$ cat src/rtl/feed_scheduler_if.sv
// feed_scheduler_if: front-panel, display and motor signals of the feed scheduler.
//   arm_i, disarm_i, manual_req_i      : control requests
//   interval_tens_i, interval_ones_i   : BCD interval minutes (clamped to 9 by the consumer)
//   motor_on_o, state_o                : motor drive and FSM state
//   min_tens_o .. sec_ones_o           : BCD remaining time mm:ss
//   feed_count_o                       : dispenses since reset, saturating
// Modport slave is the scheduler, modport master is whoever drives the panel.
interface feed_scheduler_if;
   logic       arm_i;
   logic       disarm_i;
   logic       manual_req_i;
   logic [3:0] interval_tens_i;
   logic [3:0] interval_ones_i;
   logic       motor_on_o;
   logic [1:0] state_o;
   logic [3:0] min_tens_o;
   logic [3:0] min_ones_o;
   logic [3:0] sec_tens_o;
   logic [3:0] sec_ones_o;
   logic [7:0] feed_count_o;

   modport slave (
      input  arm_i, disarm_i, manual_req_i, interval_tens_i, interval_ones_i,
      output motor_on_o, state_o, min_tens_o, min_ones_o, sec_tens_o, sec_ones_o,
             feed_count_o
   );

   modport master (
      output arm_i, disarm_i, manual_req_i, interval_tens_i, interval_ones_i,
      input  motor_on_o, state_o, min_tens_o, min_ones_o, sec_tens_o, sec_ones_o,
             feed_count_o
   );
endinterface

$ cat src/rtl/feed_scheduler.sv
// feed_scheduler: countdown/dispense sequencer for the pet feeder.
// Prescales clk into ticks, runs an mm:ss BCD down-count, drives the motor for
// DISPENSE_S ticks on expiry, then reloads the latched interval.
// Ports:
//   clk, reset : clock, synchronous active-high reset
//   bus        : feed_scheduler_if.slave (panel inputs, digits, motor, state, feed count)
// Parameters: TICK_DIV (clk cycles per tick, >=2), DISPENSE_S (motor ticks, 1..15)
// Build option: define FEEDSCHED_MANUAL_EN to enable manual_req; otherwise it is
// ignored and a dispense always returns to COUNT.
//
// state    | meaning
// ---------+-----------------------------------------------
// S_IDLE   | stopped, prescaler held, waiting for arm/manual
// S_COUNT  | mm:ss counting down once per tick
// S_DISP   | motor on for DISPENSE_S ticks, then return
module feed_scheduler #(
   parameter int TICK_DIV   = 50_000_000,
   parameter int DISPENSE_S = 3
) (
   input logic             clk,
   input logic             reset,
   feed_scheduler_if.slave bus
);

   localparam int PW = (TICK_DIV > 1) ? $clog2(TICK_DIV) : 1;
   localparam logic [PW-1:0] PRE_MAX = PW'(TICK_DIV - 1);

   typedef enum logic [1:0] {
      S_IDLE  = 2'd0,
      S_COUNT = 2'd1,
      S_DISP  = 2'd2
   } state_t;

   state_t        state_q, state_d;
   logic [PW-1:0] presc_q, presc_d;
   logic [3:0]    mt_q, mt_d, mo_q, mo_d, st_q, st_d, so_q, so_d;
   logic [3:0]    ivl_t_q, ivl_t_d, ivl_o_q, ivl_o_d;
   logic [3:0]    disp_q, disp_d;
   logic          motor_q, motor_d;
   logic [7:0]    feed_q, feed_d;
   logic          tick;
   logic          go_disp;
   logic [3:0]    arm_t, arm_o;
   logic          ret_count_q;

`ifdef FEEDSCHED_MANUAL_EN
   logic ret_count_d;
   logic disp_ret_count;
`else
   logic unused_manual_req;
   assign unused_manual_req = bus.manual_req_i;
   assign ret_count_q       = 1'b1;
`endif

   function automatic logic [3:0] clamp9(input logic [3:0] d);
      return (d > 4'd9) ? 4'd9 : d;
   endfunction

   assign arm_t = clamp9(bus.interval_tens_i);
   assign arm_o = clamp9(bus.interval_ones_i);
   assign tick  = (state_q != S_IDLE) && (presc_q == PRE_MAX);

   always_comb begin
      state_d = state_q;
      mt_d    = mt_q;
      mo_d    = mo_q;
      st_d    = st_q;
      so_d    = so_q;
      ivl_t_d = ivl_t_q;
      ivl_o_d = ivl_o_q;
      disp_d  = disp_q;
      motor_d = motor_q;
      feed_d  = feed_q;
      go_disp = 1'b0;
`ifdef FEEDSCHED_MANUAL_EN
      ret_count_d    = ret_count_q;
      disp_ret_count = 1'b1;
`endif

      case (state_q)
         S_IDLE: begin
`ifdef FEEDSCHED_MANUAL_EN
            if (bus.manual_req_i) begin
               go_disp        = 1'b1;
               disp_ret_count = 1'b0;
            end else
`endif
            if (bus.arm_i && ((arm_t != 4'd0) || (arm_o != 4'd0))) begin
               ivl_t_d = arm_t;
               ivl_o_d = arm_o;
               mt_d    = arm_t;
               mo_d    = arm_o;
               st_d    = 4'd0;
               so_d    = 4'd0;
               state_d = S_COUNT;
            end
         end
         S_COUNT: begin
            if (tick) begin
               // Borrow cascade: each digit wraps only when all lower digits are 0.
               if (so_q != 4'd0) begin
                  so_d = so_q - 4'd1;
               end else begin
                  so_d = 4'd9;
                  if (st_q != 4'd0) begin
                     st_d = st_q - 4'd1;
                  end else begin
                     st_d = 4'd5;
                     if (mo_q != 4'd0) begin
                        mo_d = mo_q - 4'd1;
                     end else begin
                        mo_d = 4'd9;
                        mt_d = mt_q - 4'd1;
                     end
                  end
               end
               if ((mt_q == 4'd0) && (mo_q == 4'd0) && (st_q == 4'd0) && (so_q == 4'd1)) begin
                  go_disp = 1'b1;
               end
            end
`ifdef FEEDSCHED_MANUAL_EN
            // A manual request on a non-tick cycle freezes the digits; on an
            // expiry tick it merges into the same dispense.
            if (bus.manual_req_i) begin
               go_disp = 1'b1;
               if (!tick) begin
                  mt_d = mt_q;
                  mo_d = mo_q;
                  st_d = st_q;
                  so_d = so_q;
               end
            end
`endif
         end
         S_DISP: begin
            if (tick) begin
               if (disp_q == 4'd1) begin
                  disp_d  = 4'd0;
                  motor_d = 1'b0;
                  if (ret_count_q) begin
                     state_d = S_COUNT;
                     mt_d    = ivl_t_q;
                     mo_d    = ivl_o_q;
                     st_d    = 4'd0;
                     so_d    = 4'd0;
                  end else begin
                     state_d = S_IDLE;
                  end
               end else begin
                  disp_d = disp_q - 4'd1;
               end
            end
         end
         default: state_d = S_IDLE;
      endcase

      if (go_disp) begin
         state_d = S_DISP;
         disp_d  = 4'(DISPENSE_S);
         motor_d = 1'b1;
         if (feed_q != 8'hFF) feed_d = feed_q + 8'd1;
`ifdef FEEDSCHED_MANUAL_EN
         ret_count_d = disp_ret_count;
`endif
      end

      if (bus.disarm_i) begin
         state_d = S_IDLE;
         motor_d = 1'b0;
         disp_d  = 4'd0;
         mt_d    = 4'd0;
         mo_d    = 4'd0;
         st_d    = 4'd0;
         so_d    = 4'd0;
         feed_d  = feed_q;
      end

      // Prescaler restarts on every state change so each phase starts a fresh tick.
      if ((state_d != state_q) || (state_d == S_IDLE)) begin
         presc_d = '0;
      end else if (presc_q == PRE_MAX) begin
         presc_d = '0;
      end else begin
         presc_d = presc_q + PW'(1);
      end
   end

   always_ff @(posedge clk) begin
      if (reset) begin
         state_q <= S_IDLE;
         presc_q <= '0;
         mt_q    <= 4'd0;
         mo_q    <= 4'd0;
         st_q    <= 4'd0;
         so_q    <= 4'd0;
         ivl_t_q <= 4'd0;
         ivl_o_q <= 4'd0;
         disp_q  <= 4'd0;
         motor_q <= 1'b0;
         feed_q  <= 8'd0;
      end else begin
         state_q <= state_d;
         presc_q <= presc_d;
         mt_q    <= mt_d;
         mo_q    <= mo_d;
         st_q    <= st_d;
         so_q    <= so_d;
         ivl_t_q <= ivl_t_d;
         ivl_o_q <= ivl_o_d;
         disp_q  <= disp_d;
         motor_q <= motor_d;
         feed_q  <= feed_d;
      end
   end

`ifdef FEEDSCHED_MANUAL_EN
   always_ff @(posedge clk) begin
      if (reset) ret_count_q <= 1'b0;
      else       ret_count_q <= ret_count_d;
   end
`endif

   assign bus.motor_on_o   = motor_q;
   assign bus.state_o      = state_q;
   assign bus.min_tens_o   = mt_q;
   assign bus.min_ones_o   = mo_q;
   assign bus.sec_tens_o   = st_q;
   assign bus.sec_ones_o   = so_q;
   assign bus.feed_count_o = feed_q;

endmodule

$ cat src/flat_wrapper.sv
// flat-port wrapper written by rule: the top's interface ports become plain ports
module feed_scheduler_flat 
#(
   parameter int TICK_DIV   = 50_000_000,
   parameter int DISPENSE_S = 3
)
  (clk, reset, bus_arm_i, bus_disarm_i, bus_manual_req_i, bus_interval_tens_i, bus_interval_ones_i, bus_motor_on_o, bus_state_o, bus_min_tens_o, bus_min_ones_o, bus_sec_tens_o, bus_sec_ones_o, bus_feed_count_o);
  feed_scheduler_if bus_i ();
  input logic clk;
  input logic reset;
  input wire logic [$bits(bus_i.arm_i)-1:0] bus_arm_i;
  input wire logic [$bits(bus_i.disarm_i)-1:0] bus_disarm_i;
  input wire logic [$bits(bus_i.manual_req_i)-1:0] bus_manual_req_i;
  input wire logic [$bits(bus_i.interval_tens_i)-1:0] bus_interval_tens_i;
  input wire logic [$bits(bus_i.interval_ones_i)-1:0] bus_interval_ones_i;
  output wire logic [$bits(bus_i.motor_on_o)-1:0] bus_motor_on_o;
  output wire logic [$bits(bus_i.state_o)-1:0] bus_state_o;
  output wire logic [$bits(bus_i.min_tens_o)-1:0] bus_min_tens_o;
  output wire logic [$bits(bus_i.min_ones_o)-1:0] bus_min_ones_o;
  output wire logic [$bits(bus_i.sec_tens_o)-1:0] bus_sec_tens_o;
  output wire logic [$bits(bus_i.sec_ones_o)-1:0] bus_sec_ones_o;
  output wire logic [$bits(bus_i.feed_count_o)-1:0] bus_feed_count_o;
  assign bus_i.arm_i = bus_arm_i;
  assign bus_i.disarm_i = bus_disarm_i;
  assign bus_i.manual_req_i = bus_manual_req_i;
  assign bus_i.interval_tens_i = bus_interval_tens_i;
  assign bus_i.interval_ones_i = bus_interval_ones_i;
  assign bus_motor_on_o = bus_i.motor_on_o;
  assign bus_state_o = bus_i.state_o;
  assign bus_min_tens_o = bus_i.min_tens_o;
  assign bus_min_ones_o = bus_i.min_ones_o;
  assign bus_sec_tens_o = bus_i.sec_tens_o;
  assign bus_sec_ones_o = bus_i.sec_ones_o;
  assign bus_feed_count_o = bus_i.feed_count_o;
  feed_scheduler #(.TICK_DIV(TICK_DIV), .DISPENSE_S(DISPENSE_S)) u_core (.clk(clk), .reset(reset), .bus(bus_i));
endmodule
$ cat config.mk
export PLATFORM = sky130hd
export DESIGN_NAME = feed_scheduler_flat
export DESIGN_NICKNAME = d
export VERILOG_FILES = /design/src/rtl/feed_scheduler_if.sv /design/src/rtl/feed_scheduler.sv /design/src/flat_wrapper.sv
export SDC_FILE = /design/constraint.sdc
export NUM_CORES = 1
export LEC_CHECK = 0
export ABC_AREA = 0
export BUFFER_PORTS_ARGS = -buffer_cell sky130_fd_sc_hd__buf_2
export CAP_MARGIN = 20
export CELL_PAD_IN_SITES_DETAIL_PLACEMENT = 0
export CELL_PAD_IN_SITES_GLOBAL_PLACEMENT = 1
export CORE_ASPECT_RATIO = 0.75
export CORE_MARGIN = 2
export CORE_UTILIZATION = 41
export CTS_BUF_LIST = sky130_fd_sc_hd__clkbuf_4
export DETAILED_ROUTE_END_ITERATION = 10
export MAX_ROUTING_LAYER = met4
export PLACE_DENSITY = 0.88
export RECOVER_POWER = 50
export SYNTH_ARGS = -nofsm -noshare
export SYNTH_HDL_FRONTEND = slang
export SYNTH_SLANG_ARGS = --single-unit
$ cat constraint.sdc
create_clock -name clk -period 2.4 [get_ports clk]
set_input_delay 0.48 -clock clk [delete_from_list [all_inputs] [get_ports clk]]
set_output_delay 0.48 -clock clk [all_outputs]
set_load 0.05 [all_outputs]
**Yosys cells after proc, flatten, opt, wreduce, memory -nomap -nowiden**

Index checks and enable logic that the tools add are counted.

- Register bits: 65
- Output and inout port bits: 27

- Multiplexer cells: 45
- Eq/ne operators: 14
- Bitwise operators: 1
- Reductions and logical operators: 34
- Add/subtract/negate cells: 7
- $lt $le $gt $ge: 2

Operator list:

| operator | count |
|---|---|
| two-way mux 4 bit | 25 |
| case mux 4 bit (3 select lines) | 4 |
| adder 26 x 1 -> 26 bit, second input constant | 1 |
| equality test 26 bit, second input constant | 1 |
| nonzero test 4 bit | 5 |
| subtractor 4 x 1 -> 4 bit, second input constant | 5 |
| two-way mux 2 bit | 8 |
| logical NOT 4 bit | 3 |
| adder 8 x 1 -> 8 bit, second input constant | 1 |
| equality test 4 x 1 -> 1 bit, second input constant | 2 |
| greater-than comparator 4 bit, second input constant | 2 |
| inequality test 2 x 1 -> 1 bit, second input constant | 4 |
| inequality test 8 bit, second input constant | 1 |
| AND reduction 8 bit | 1 |
| nonzero test 2 bit | 4 |
| two-way mux 1 bit | 7 |
| AND reduction 7 bit | 1 |
| inequality test 2 bit, second input constant | 3 |
| case mux 2 bit (3 select lines) | 1 |
| AND reduction 2 bit | 3 |
| AND reduction 3 bit | 2 |
| AND reduction 6 bit | 1 |
| OR reduction 3 bit | 2 |
| logical AND 1 bit | 5 |
| other kinds (9) | 11 |

**Longest topological paths before layout**

- Depth in word-level cells: 12
- Gate-level depth with buffers: 11
- Depth with buffers taken out: 9

**Worst setup path after synthesis**

OpenSTA, ideal clock, no wires.

- Kind: register to register
- Start point: register u_core.state_q[0], in the netlist u_core.bus.state_o[0]
- End point: register u_core.presc_q[12]
- Setup slack: -0.535 ns
- Cell stages (with the launch flop): 11
- Path buffers: 2
- Setup time: 0.074 ns
- Data arrival time: 2.861 ns
- Cells stage by stage: dfxtp_1 ha_1 or4b_4 nor4_4 nand4bb_4 o211ai_2 mux2i_1 a311o_1 buf_4 buf_6 nor3_2

- Longest elaborated chain between the ends: 9

Ends and longest elaborated chain:

| what | RTL line | text |
|---|---|---|
| from (decl) | feed_scheduler.sv:34 | `state_t state_q, state_d;` |
| from (signal assigned) | feed_scheduler.sv:202 | `state_q <= state_d;` |
| nonzero test 2 bit | feed_scheduler.sv:61 | `assign tick = (state_q != S_IDLE) && (presc_q == PRE_MAX);` |
| logical AND 1 bit | feed_scheduler.sv:61 |  |
| two-way mux 2 bit / two-way mux 1 bit (equally long branches) | feed_scheduler.sv:136, feed_scheduler.sv:99 |  |
| case mux 2 bit (3 select lines) / two-way mux 1 bit (equally long branches) | feed_scheduler.sv:80 | `case (state_q)` |
| two-way mux 2 bit | feed_scheduler.sv:157 | `if (go_disp) begin` |
| two-way mux 2 bit | feed_scheduler.sv:167 | `if (bus.disarm_i) begin` |
| inequality test 2 bit / logical NOT 2 bit (equally long branches) | feed_scheduler.sv:179 | `if ((state_d != state_q) \|\| (state_d == S_IDLE)) begin` |
| logical OR 1 bit * | feed_scheduler.sv:179 |  |
| OR reduction 3 bit (no source line) * | - |  |
| to (signal assigned) | feed_scheduler.sv:203 | `presc_q <= presc_d;` |
| to (decl) | feed_scheduler.sv:35 | `logic [PW-1:0] presc_q, presc_d;` |

Every way passes the cells marked *; elsewhere a longest branch is shown, timed or not.
A chain may end at the register's enable or synchronous reset.

**Worst setup path in the final report**

- Start point: register u_core.state_q[1], in the netlist u_core.bus.state_o[1]
- End point: register u_core.presc_q[22]

The elaborated chain is that of the path after synthesis.

==> summary.md <==
| Metric | Value |
|---|---|
| Outcome | `finished with violations` |
| Failing checks | `setup timing` |
| Final hold vios | `0` |
| Worst path required time | `2.74 ns` |
| # diodes | `0` |
| Final worst setup slack | `-0.151 ns` |
| Layout Cells excl Fill | `638` |
| Syn Inst Count | `411` |
| Largest net degree at the start of global routing | `27` |
| Netlist Area Pre-Place | `0.00346 mm2` |
| Overall Global Routing Usage | `0.210` |
| Net Count, Synth | `436` |
| Core Box Area | `0.00802 mm2` |
| CTS tree | `yes` |
| RSZ-0062 raised after global routing | `yes` |
| Cell Rows | `28` |
| GP Congestion | `0.897` |
| Area grow syn2layout | `34.0%` |
| CP startpoint kind | `flip-flop` |
| Crit path max fanout | `26` |
| First-pass GRT wire length | `14.7 mm` |
| Initial Util | `0.431` |
| Worst-Margin Slew | `0.598 ns` |
| Main flop type after synthesis | `dfxtp_1` |
| 1st-iter DRT viols | `189` |
| Fin nets | `553` |
| Htree depth | `3` |
| LEAKAGE | `1.82 nW` |
| TritonCTS Sinks | `65` |
| Worst IR Drop VDD | `0.275 mV` |
| Number of global-route vias before repair | `3003` |
| Drt pass-1 iters | `4` |
| Gr ovfl total | `0` |
| Ys async rst share | `0` |
| Place WS | `-0.305 ns` |
| Critical path type | `flip-flop to flip-flop` |
| Area of the die | `0.00920 mm2` |
| Placed cells | `613` |
| Element type at the critical path end | `flip-flop` |
| FMAX | `0.392 GHz` |
| Filler cell count | `741` |
| Die height | `83.6 um` |
| Critical path arrival | `2.89 ns` |
| Synth warn | `0` |
| Post-CTS Hold Fix Bufs | `0` |
| Bufs on Longest Clock Path | `2` |
| Placed cell areas | `0.00433 mm2` |
| DRT antenna net count | `0` |
| Detailed-route DRC error count | `0` |
| PortBufs | `38` |
| Synth cell types | `56` |
| Final instance area | `0.00464 mm2` |
| Initial antenna violation count | `0` |
| Seq cells post-synth | `65` |
| Clk pin slew, worst setup/hold paths | `0.11 ns` |
| Vias/cell | `5.28` |
| Largest area contributor in the netlist | `dfxtp_1` |
| Drt wl/cell | `14.5 um` |
| Worst-Skew Late Latency | `0.42 ns` |
| Slew Limit Headroom | `0.603` |
| Max-slew violations | `0` |
| CTS Buf Count | `9` |
| Syn avg cell area | `8.42 um2` |
| Sequential area share after synthesis | `0.376` |
| IO Pins | `40` |
| Setup TNS Final | `-2.53 ns` |
| Post-route clock period utilization | `1.06` |
| Routed via count | `3366` |
| Layout cells sized above 1 | `0.319` |
| Hold WS | `0.359 ns` |
| DRT Wirelength | `9.23 mm` |
| Clk Tree Root Cell | `clkbuf_4` |
| Ranking of synthesized cells by area | `dfxtp_1 (38%), nor2_1 (5.3%), xor2_1 (4.8%)` |
| Crit path time final | `2.55 ns` |
| Synth top area share | `0.376` |
| Final setup fails | `29` |
| Clock skew | `0.0204 ns` |
| Pwr dens | `433 mW/mm2` |
| Max-cap violations | `0` |
| Die extent in x | `110 um` |
| EDFF count, synth | `0` |
| DP Wirelength | `6.70 mm` |
| Hold crit path type | `input pin to flip-flop` |
## power breakdown
part | switching [mW] | leakage [nW] | internal, mW | total [mW]
logic | 0.170 | 1.23 | 0.123 | 0.293
registers | 0.0103 | 0.532 | 1.09 | 1.10
clock network | 0.387 | 0.0613 | 0.224 | 0.611
## registers in the layout (all words and copies together), names as in the netlist
| signal | count |
|---|---|
| u_core.presc_q | 26 |
| u_core.bus.feed_count_o | 8 |
| u_core.bus.min_ones_o | 4 |
| u_core.bus.min_tens_o | 4 |
| u_core.bus.sec_ones_o | 4 |
| u_core.bus.sec_tens_o | 4 |
| u_core.disp_q | 4 |
| u_core.ivl_o_q | 4 |
| u_core.ivl_t_q | 4 |
| u_core.bus.state_o | 2 |
| u_core.bus.motor_on_o | 1 |
## routing by layer
layer | wire [um] | part of all wire | GRT usage | vias up
met5 | 0 | 0 | - | -
met4 | 122 | 0.013 | 0.0679 | 0
met3 | 579 | 0.063 | 0.0570 | 13
met2 | 3900 | 0.42 | 0.277 | 87
met1 | 4630 | 0.50 | 0.306 | 1559
li1 | - | - | - | 1707
## critical path, stage by stage, from the launching register on
cell and delay, ns:
dfxtp_4 0.37, inv_4 0.06, ha_4 0.13, or4b_4 0.48, nor4_4 0.23, buf_4 0.19
nand4bb_4 0.12, o211ai_2 0.11, mux2i_1 0.11, a311o_1 0.33, buf_12 0.18, nor3_1 0.16
## through the flow
step | power, mW | utilization
CTS | 2.02 | 0.561
global route | 2.11 | 0.578
finish | 2.01 | 0.578
global placement | 1.39 | 0.540
floorplan | 1.29 | -
detailed placement | 1.40 | 0.540
## worst paths after layout
| path | cells past startpoint | slack (ns) | start | endpoint |
|---|---|---|---|---|
| worst min register to register | 1 | 0.48 | u_core.presc_q[0] | u_core.presc_q[0] |
| worst max register to register | 11 | -0.15 | u_core.bus.state_o[1] | u_core.presc_q[22] |
| worst min-delay path | 3 | 0.36 | bus_arm_i | u_core.ivl_o_q[3] |
| worst max-delay path | 11 | -0.15 | u_core.bus.state_o[1] | u_core.presc_q[22] |
## cells in the mapped netlist, types with 3 or more instances
cell type,instances
a211oi_1,4
a21oi_1,23
a221o_1,3
a221oi_1,3
and3_1,7
clkbuf_1,12
dfxtp_1,65
ha_1,12
inv_1,14
mux2i_1,8
nand2_1,41
nand3_1,17
nand4_1,13
nor2_1,49
nor2b_1,4
nor3_1,11
nor3_2,6
nor4_1,6
o2111ai_1,3
o21a_1,4
o21ai_0,18
o31ai_1,6
or3_1,7
or4_1,3
xnor2_1,14
xor2_1,19
## cells by family after synthesis
| family | synth area share |
|---|---|
| XOR/XNOR | 0.0835 |
| flip-flops | 0.376 |
| multiplexers | 0.0231 |
| AND/OR/NAND/NOR | 0.296 |
| adder cells (fa/ha/maj) | 0.0434 |
| AO/OA/AOI/OAI | 0.139 |
| buffers and inverters | 0.0387 |
## placed cells by master (no fill, tap or decap), types with 3 or more instances in the layout
master | synthesis | layout
buf_4 | 1 | 83
dfxtp_1 | 65 | 54
nor2_1 | 49 | 49
nand2_1 | 41 | 39
clkbuf_1 | 12 | 22
a21oi_1 | 23 | 20
xor2_1 | 19 | 19
o21ai_0 | 18 | 18
nand3_1 | 17 | 17
buf_2 | 2 | 17
xnor2_1 | 14 | 14
nand4_1 | 13 | 13
inv_1 | 14 | 11
clkbuf_4 | 0 | 11
nor3_2 | 6 | 10
mux2i_1 | 8 | 8
dfxtp_2 | 0 | 8
and3_1 | 7 | 7
nor3_1 | 11 | 7
ha_1 | 12 | 7
or3_1 | 7 | 6
o31ai_1 | 6 | 6
nor4_4 | 1 | 4
nor2b_1 | 4 | 4
o21a_1 | 4 | 4
ha_2 | 0 | 4
clkinv_1 | 0 | 4
or3b_4 | 0 | 3
or4_1 | 3 | 3
nor4_1 | 6 | 3
a221oi_1 | 3 | 3
a21oi_2 | 0 | 3
a211oi_1 | 4 | 3
a221o_1 | 3 | 3
o2111ai_1 | 3 | 3
dfxtp_4 | 0 | 3
## area by class of cell
class,count,area [um2],share of cell area
clock buffers,11,82.6,0.0178
inverters,14,55.1,0.0119
clock inverters,5,21.3,0.00459
well taps,105,131,0.0283
multi-input cells,314,2200,0.475
repair buffers,124,822,0.177
flip-flops and latches,65,1320,0.285
## repair_timing
| action | CTS | global route |
|---|---|---|
| resized for setup | 10 | 25 |
| pin swaps | 5 | 3 |
| setup buffers | 3 | 6 |
| endpoints found under the setup margin | 42 | 45 |
Note: power is estimated with default switching activity, not from simulation.
